## src/rtl/hidden_delta_sequencer_if.sv

```systemverilog
// hidden_delta_sequencer_if
// Groups the operand-write port, the start/busy handshake and the result
// stream of hidden_delta_sequencer.
//   master : drives writes and start, observes busy and results (testbench side)
//   slave  : the sequencer itself
// Signals:
//   wr_en, wr_sel[1:0], wr_k[1:0], wr_j[2:0], wr_data[W-1:0] - operand write
//   start, busy                                               - pass control
//   out_valid, out_idx[2:0], out_data[W-1:0], done            - result stream
interface hidden_delta_sequencer_if #(
   parameter int W = 10
);
   logic         wr_en;
   logic [1:0]   wr_sel;
   logic [1:0]   wr_k;
   logic [2:0]   wr_j;
   logic [W-1:0] wr_data;
   logic         start;
   logic         busy;
   logic         out_valid;
   logic [2:0]   out_idx;
   logic [W-1:0] out_data;
   logic         done;

   modport master (
      output wr_en, wr_sel, wr_k, wr_j, wr_data, start,
      input  busy, out_valid, out_idx, out_data, done
   );

   modport slave (
      input  wr_en, wr_sel, wr_k, wr_j, wr_data, start,
      output busy, out_valid, out_idx, out_data, done
   );
endinterface

```

## src/rtl/hidden_delta_sequencer.sv

```systemverilog
// hidden_delta_sequencer
// Back-propagates output-layer deltas to the hidden layer, one hidden neuron
// per step: delta0[j] = sat((sat(sum_k w[k][j]*delta1[k] >>> FRAC) * d) >>> FRAC)
// where d = out_cal[j]*(ONE-out_cal[j]) >>> FRAC is the sigmoid derivative.
// Ports:
//   clk  - clock, rising edge
//   rst  - asynchronous active-high reset
//   bus  - hidden_delta_sequencer_if.slave (operand writes, start/busy, results)
module hidden_delta_sequencer #(
   parameter int W     = 10,
   parameter int FRAC  = 6,
   parameter int N_HID = 5,
   parameter int N_OUT = 3
) (
   input logic                      clk,
   input logic                      rst,
   hidden_delta_sequencer_if.slave  bus
);

   localparam int ProdW = 2 * W;
   localparam int AccW  = 2 * W + 2;
   localparam int DerW  = 2 * W + 4;
   localparam int WideW = 3 * W + 4;
   localparam int One   = 1 << FRAC;

   localparam logic [1:0] KLast = 2'(N_OUT - 1);
   localparam logic [2:0] JLast = 3'(N_HID - 1);

   localparam logic signed [WideW-1:0] SatMax = WideW'((1 << (W - 1)) - 1);
   localparam logic signed [WideW-1:0] SatMin = WideW'(-(1 << (W - 1)));

   typedef enum logic [2:0] {StIdle, StMac, StScale, StEmit, StDone} state_e;

   state_e                  state_q, state_d;
   logic [2:0]              j_q, j_d;
   logic [1:0]              k_q, k_d;
   logic signed [AccW-1:0]  acc_q, acc_d;
   logic signed [W-1:0]     result_q, result_d;

   logic                    out_valid_q, done_q;
   logic [2:0]              out_idx_q;
   logic [W-1:0]            out_data_q;

   logic signed [W-1:0]     weight_q [N_OUT][N_HID];
   logic signed [W-1:0]     delta1_q [N_OUT];
   logic [W-1:0]            out_cal_q [N_HID];

   logic signed [ProdW-1:0] prod;
   logic signed [AccW-1:0]  acc_sh;
   logic signed [W-1:0]     s_sat;
   logic signed [W+1:0]     cal_ext, one_minus;
   logic signed [DerW-1:0]  der;
   logic signed [WideW-1:0] sd;

   function automatic logic signed [W-1:0] sat_w(input logic signed [WideW-1:0] v);
      if (v > SatMax) begin
         return SatMax[W-1:0];
      end else if (v < SatMin) begin
         return SatMin[W-1:0];
      end
      return v[W-1:0];
   endfunction

   // Datapath
   always_comb begin
      prod      = ProdW'(weight_q[k_q][j_q]) * ProdW'(delta1_q[k_q]);
      acc_sh    = acc_q >>> FRAC;
      s_sat     = sat_w(WideW'(acc_sh));
      // out_cal is unsigned; two extra bits keep ONE-out_cal representable
      cal_ext   = {2'b00, out_cal_q[j_q]};
      one_minus = (W + 2)'(One) - cal_ext;
      der       = (DerW'(cal_ext) * DerW'(one_minus)) >>> FRAC;
      sd        = WideW'(s_sat) * WideW'(der);
   end

   // Next-state logic
   always_comb begin
      state_d  = state_q;
      j_d      = j_q;
      k_d      = k_q;
      acc_d    = acc_q;
      result_d = result_q;
      case (state_q)
         StIdle: begin
            if (bus.start) begin
               state_d = StMac;
               j_d     = 3'd0;
               k_d     = 2'd0;
               acc_d   = '0;
            end
         end
         StMac: begin
            acc_d = acc_q + AccW'(prod);
            if (k_q == KLast) begin
               k_d     = 2'd0;
               state_d = StScale;
            end else begin
               k_d = k_q + 2'd1;
            end
         end
         StScale: begin
            result_d = sat_w(sd >>> FRAC);
            state_d  = StEmit;
         end
         StEmit: begin
            if (j_q != JLast) begin
               j_d     = j_q + 3'd1;
               acc_d   = '0;
               state_d = StMac;
            end else begin
               state_d = StDone;
            end
         end
         StDone:  state_d = StIdle;
         default: state_d = StIdle;
      endcase
   end

   always_ff @(posedge clk or posedge rst) begin
      if (rst) begin
         state_q  <= StIdle;
         j_q      <= '0;
         k_q      <= '0;
         acc_q    <= '0;
         result_q <= '0;
      end else begin
         state_q  <= state_d;
         j_q      <= j_d;
         k_q      <= k_d;
         acc_q    <= acc_d;
         result_q <= result_d;
      end
   end

   // Registered result stream; idx/data hold between strobes
   always_ff @(posedge clk or posedge rst) begin
      if (rst) begin
         out_valid_q <= 1'b0;
         done_q      <= 1'b0;
         out_idx_q   <= '0;
         out_data_q  <= '0;
      end else begin
         out_valid_q <= (state_q == StEmit);
         done_q      <= (state_q == StDone);
         if (state_q == StEmit) begin
            out_idx_q  <= j_q;
            out_data_q <= result_q;
         end
      end
   end

   // Operand storage; writes only land while idle and in range
   always_ff @(posedge clk or posedge rst) begin
      if (rst) begin
         for (int k = 0; k < N_OUT; k++) begin
            delta1_q[k] <= '0;
            for (int j = 0; j < N_HID; j++) begin
               weight_q[k][j] <= '0;
            end
         end
         for (int j = 0; j < N_HID; j++) begin
            out_cal_q[j] <= '0;
         end
      end else if (bus.wr_en && (state_q == StIdle)) begin
         case (bus.wr_sel)
            2'd0: begin
               if ((int'(bus.wr_k) < N_OUT) && (int'(bus.wr_j) < N_HID)) begin
                  weight_q[bus.wr_k][bus.wr_j] <= bus.wr_data;
               end
            end
            2'd1: begin
               if (int'(bus.wr_k) < N_OUT) begin
                  delta1_q[bus.wr_k] <= bus.wr_data;
               end
            end
            2'd2: begin
               if (int'(bus.wr_j) < N_HID) begin
                  out_cal_q[bus.wr_j] <= bus.wr_data;
               end
            end
            default: ;
         endcase
      end
   end

   assign bus.busy      = (state_q != StIdle);
   assign bus.out_valid = out_valid_q;
   assign bus.out_idx   = out_idx_q;
   assign bus.out_data  = out_data_q;
   assign bus.done      = done_q;

endmodule

```

## src/flat_wrapper.sv

```systemverilog
// flat-port wrapper written by rule: the top's interface ports become plain ports
module hidden_delta_sequencer_flat 
#(
   parameter int W     = 10,
   parameter int FRAC  = 6,
   parameter int N_HID = 5,
   parameter int N_OUT = 3
)
  (clk, rst, bus_wr_en, bus_wr_sel, bus_wr_k, bus_wr_j, bus_wr_data, bus_start, bus_busy, bus_out_valid, bus_out_idx, bus_out_data, bus_done);
  hidden_delta_sequencer_if #(.W(W)) bus_i ();
  input logic clk;
  input logic rst;
  input wire logic [$bits(bus_i.wr_en)-1:0] bus_wr_en;
  input wire logic [$bits(bus_i.wr_sel)-1:0] bus_wr_sel;
  input wire logic [$bits(bus_i.wr_k)-1:0] bus_wr_k;
  input wire logic [$bits(bus_i.wr_j)-1:0] bus_wr_j;
  input wire logic [$bits(bus_i.wr_data)-1:0] bus_wr_data;
  input wire logic [$bits(bus_i.start)-1:0] bus_start;
  output wire logic [$bits(bus_i.busy)-1:0] bus_busy;
  output wire logic [$bits(bus_i.out_valid)-1:0] bus_out_valid;
  output wire logic [$bits(bus_i.out_idx)-1:0] bus_out_idx;
  output wire logic [$bits(bus_i.out_data)-1:0] bus_out_data;
  output wire logic [$bits(bus_i.done)-1:0] bus_done;
  assign bus_i.wr_en = bus_wr_en;
  assign bus_i.wr_sel = bus_wr_sel;
  assign bus_i.wr_k = bus_wr_k;
  assign bus_i.wr_j = bus_wr_j;
  assign bus_i.wr_data = bus_wr_data;
  assign bus_i.start = bus_start;
  assign bus_busy = bus_i.busy;
  assign bus_out_valid = bus_i.out_valid;
  assign bus_out_idx = bus_i.out_idx;
  assign bus_out_data = bus_i.out_data;
  assign bus_done = bus_i.done;
  hidden_delta_sequencer #(.W(W), .FRAC(FRAC), .N_HID(N_HID), .N_OUT(N_OUT)) u_core (.clk(clk), .rst(rst), .bus(bus_i));
endmodule
```

## config.mk

```make
export PLATFORM = sky130hd
export DESIGN_NAME = hidden_delta_sequencer_flat
export DESIGN_NICKNAME = d
export VERILOG_FILES = /design/src/rtl/hidden_delta_sequencer_if.sv /design/src/rtl/hidden_delta_sequencer.sv /design/src/flat_wrapper.sv
export SDC_FILE = /design/constraint.sdc
export NUM_CORES = 2
export LEC_CHECK = 0
export BUFFER_PORTS_ARGS = -buffer_cell sky130_fd_sc_hd__buf_2
export CAP_MARGIN = 20
export CORE_MARGIN = 5
export CORE_UTILIZATION = 45
export DETAILED_ROUTE_END_ITERATION = 10
export GPL_ROUTABILITY_DRIVEN = 0
export GPL_TIMING_DRIVEN = 0
export PLACE_DENSITY = 0.61
export SLEW_MARGIN = 25
export SYNTH_ARGS = -nofsm -noshare
export SYNTH_HDL_FRONTEND = slang
export SYNTH_SLANG_ARGS = --single-unit
export TNS_END_PERCENT = 10
```

## constraint.sdc

```tcl
create_clock -name clk -period 17.3 [get_ports clk]
set_input_delay 3.46 -clock clk [delete_from_list [all_inputs] [get_ports clk]]
set_output_delay 3.46 -clock clk [all_outputs]
set_load 0.02 [all_outputs]
```

==> flow_metrics.env <==
export IMPL_status="finished clean"
export IMPL_grt_pass1_wl_mm=111.4
export IMPL_insertion_delay_ns=0.60
export IMPL_core_um2=60250
export IMPL_syn_to_final_growth_pct=8.309
export IMPL_grt_pass1_vias=20640
export IMPL_port_buffers=36
export IMPL_synth_xor_area_share_pct=2.754
export IMPL_min_to="u_core.bus.out_data[4]"
export IMPL_cts_path_max_buffers=3
export IMPL_fin_tns_setup_ns=0
export IMPL_rsz0062_at_grt="no"
export IMPL_numCtsBuffers=30
export IMPL_die_h_um=256.5
export IMPL_synthAdderAreaFrac_pct=32.60
export IMPL_hp_start="u_core.bus.out_data[4]"
export IMPL_worstPathRequired_ns=17.73
export IMPL_synth_compound_area_share_pct=6.991
export IMPL_synth_top_family_by_area="adder cells"
export IMPL_clock_skew_ns=0.03958
export IMPL_synth_edff_count=0
export IMPL_reg2reg_slack_ns=1.83
export IMPL_root_buffer="clkbuf_16"
export IMPL_synth_mux_area_share_pct=13.32
export IMPL_path_clk_slew_ns=0.07
export IMPL_initial_utilization_pct=45.39
export IMPL_tightestPinTransition_ns=1.032
export IMPL_rows=90
export IMPL_cts_hold_buf=0
export IMPL_ys_seq_elements=285
export IMPL_period_share_pct=89.41
export IMPL_cts_tree="done"
export IMPL_drtPass1Iterations=5
export IMPL_drt_iter0_drc=1037
export IMPL_hold_viol_final=0
export IMPL_hold_depth=2
export IMPL_syn_area_um2=27350
export IMPL_hold_path_class="flop to flop"
export IMPL_die_area_um2=65800
export IMPL_slew_viol_final=0
export IMPL_ant_nets=0
export IMPL_post_cts_buffers=0
export IMPL_rr_endpoint="u_core.result_q[5]"
export IMPL_yosys_area_share_simple_pct=10.64
export IMPL_max_freq_mhz=64.65
export IMPL_relSlewSlack_pct=31.21
export IMPL_grt_util_all_layers_pct=20.76
export IMPL_grt_overflow=0
export IMPL_synth_cell_types=75
export IMPL_path_common_cell="fa_1"
export IMPL_startpoint_type="flop"
export IMPL_cap_violations=0
export IMPL_synth_top_cell_by_area="dfrtp_1"
export IMPL_final_cells=3587
export IMPL_crit_path_top_delay_cell="buf_1"
export IMPL_yosysWarnings=0
export IMPL_postSynthAreaPerCell_um2=10.10
export IMPL_arrival_ns=15.89
export IMPL_antenna_found_initial=2
export IMPL_crit_path_max_fanout=11
export IMPL_drive_gt1_share_pct=14.41
export IMPL_h_tree_depth=1
export IMPL_cts_resized=0
export IMPL_num_nets_final=3323
export IMPL_wl_mm=67.62
export IMPL_critPathMaxStageDelay_ns=0.77
export IMPL_reg2reg_from="u_core.j_q[1]"
export IMPL_synth_top_area_share_pct=26.08
export IMPL_netlist_instances=2707
export IMPL_clkSinkCount=285
export IMPL_vias=19120
export IMPL_syn_num_nets=3249
export IMPL_grt_start_max_net_pins=93
export IMPL_viasPerCell=5.330
export IMPL_fin_crit_ns=15.47
export IMPL_seq_area_um2=7132
export IMPL_drc_errors=0
export IMPL_placed_cells=3530
export IMPL_ys_flop_type="dfrtp_1"
export IMPL_wl_per_cell_um=18.85
export IMPL_multi_input_area_um2=18150
export IMPL_ys_seq_area_share_pct=26.08
export IMPL_ys_top_cells_by_area="dfrtp_1 (26%), fa_1 (23%), mux2_2 (9.5%)"
export IMPL_nFillCells=5564
export IMPL_critical_path_class="flop to flop"
export IMPL_hpwlAfterDp_mm=54.18
export IMPL_finalSetupViolations=0
export IMPL_endpoint_kind="flop"
export IMPL_top_level_ports=37
export IMPL_r2r_cells=53
export IMPL_die_w_um=256.5
export IMPL_async_reset_ff_share_pct=100.0
kinds of logic (layout without fill, tap and decap cells):
group / after synthesis / count (layout)
compound gates: 296 / 296
buf+inv: 547 / 643
other cells: 0 / 2
mux: 315 / 315
xor+xnor: 86 / 86
flops: 285 / 285
fa+ha+maj: 522 / 522
simple gates: 656 / 656
synth_stat cells (7+ instances only):
| cell | instances |
|---|---|
| buf_1 | 17 |
| o22ai_1 | 28 |
| xor2_1 | 29 |
| fa_1 | 318 |
| nand2_1 | 246 |
| clkbuf_1 | 75 |
| o21ai_0 | 52 |
| mux2i_1 | 67 |
| a21o_1 | 15 |
| xnor2_1 | 57 |
| a31oi_1 | 8 |
| a21oi_1 | 97 |
| and2_1 | 14 |
| or2_2 | 35 |
| nand2b_1 | 18 |
| nor2_1 | 232 |
| o211ai_1 | 7 |
| nor3_1 | 20 |
| a22o_1 | 7 |
| ha_1 | 203 |
| dfrtp_1 | 285 |
| o21bai_1 | 15 |
| mux2_2 | 231 |
| a22oi_1 | 10 |
| nand3_1 | 20 |
| o22a_1 | 7 |
| inv_1 | 448 |
| mux4_2 | 16 |
| o21ai_1 | 9 |
| nor2b_1 | 28 |
| o21a_1 | 9 |
worst max-delay path by stage:
stage	start	end	slack [ns]	cells after the start
after global placement	u_core.j_q[1]	u_core.result_q[5]	1.68	53
after CTS	u_core.j_q[1]	u_core.result_q[3]	1.75	53
after detailed placement	u_core.j_q[1]	u_core.result_q[0]	1.78	54
after floorplan	u_core.j_q[1]	u_core.result_q[1]	4.06	51
final	u_core.j_q[1]	u_core.result_q[5]	1.83	53
after global routing	u_core.j_q[1]	u_core.result_q[0]	0.81	54
cells in the final DEF, fill, tap and decap left out, drive strengths merged, types with 28 or more instances in the layout:
| cell type | count |
|---|---|
| clkbuf | 121 |
| o22ai | 29 |
| buf | 64 |
| dfrtp | 285 |
| nor2b | 28 |
| fa | 318 |
| nand2 | 246 |
| xor2 | 29 |
| mux2 | 232 |
| or2 | 35 |
| nor2 | 232 |
| mux2i | 67 |
| a21oi | 101 |
| ha | 203 |
| xnor2 | 57 |
| o21ai | 62 |
| inv | 448 |
sequential cells by signal, indices dropped and copies added, names as in the netlist, 10 cells and up:
signal	cells
u_core.acc_q	22
u_core.out_cal_q	50
u_core.delta1_q	30
u_core.weight_q	150
u_core.bus.out_data	10
u_core.result_q	10
routing by layer:
| layer | part of all wire, % | track usage (%) |
|---|---|---|
| met1 | 45 | 28.80 |
| met2 | 48 | 35.15 |
| met3 | 4.2 | 2.430 |
| met4 | 2.7 | 5.070 |
| met5 | 0 | 0 |
final cells by class:
type / instances / area share (%)
Antenna cell: 2 / 0.01690
Buffer: 98 / 1.339
Clock buffer: 45 / 2.961
Clock inverter: 9 / 0.3591
Inverter: 449 / 5.715
Multi-Input combinational cell: 1875 / 61.28
Sequential cell: 285 / 24.08
Tap cell: 782 / 3.303
Timing Repair Buffer: 42 / 0.9462
metrics by stage:
| stage | hold WS [ns] | utilization, % | setup WS (ns) | instance area (um2) |
|---|---|---|---|---|
| finish | 0.4721 | 49.17 | 1.833 | 29620 |
| global route | 0.4873 | 49.16 | 0.8093 | 29610 |
| CTS | 0.4802 | 49.14 | 1.753 | 29600 |
| detailed placement | 0.4658 | 47.50 | 1.782 | 28620 |
| global placement | 0.4552 | 47.32 | 1.682 | 28510 |
| floorplan | 0.4394 | - | 4.056 | 27350 |
worst max-delay path, delay by kind of cell, from the launching register on:
kind | cells | cell delay, ns
AOI/OAI and AO/OA | 18 | 4.51
adders and majority gates | 13 | 5.80
buffers and inverters | 11 | 2.23
DFF | 1 | 0.37
muxes | 1 | 0.29
and+or+nand+nor | 10 | 2.07
Power is not shown: default switching activity piles up to over one toggle a cycle in this logic, so the estimate is an artifact.
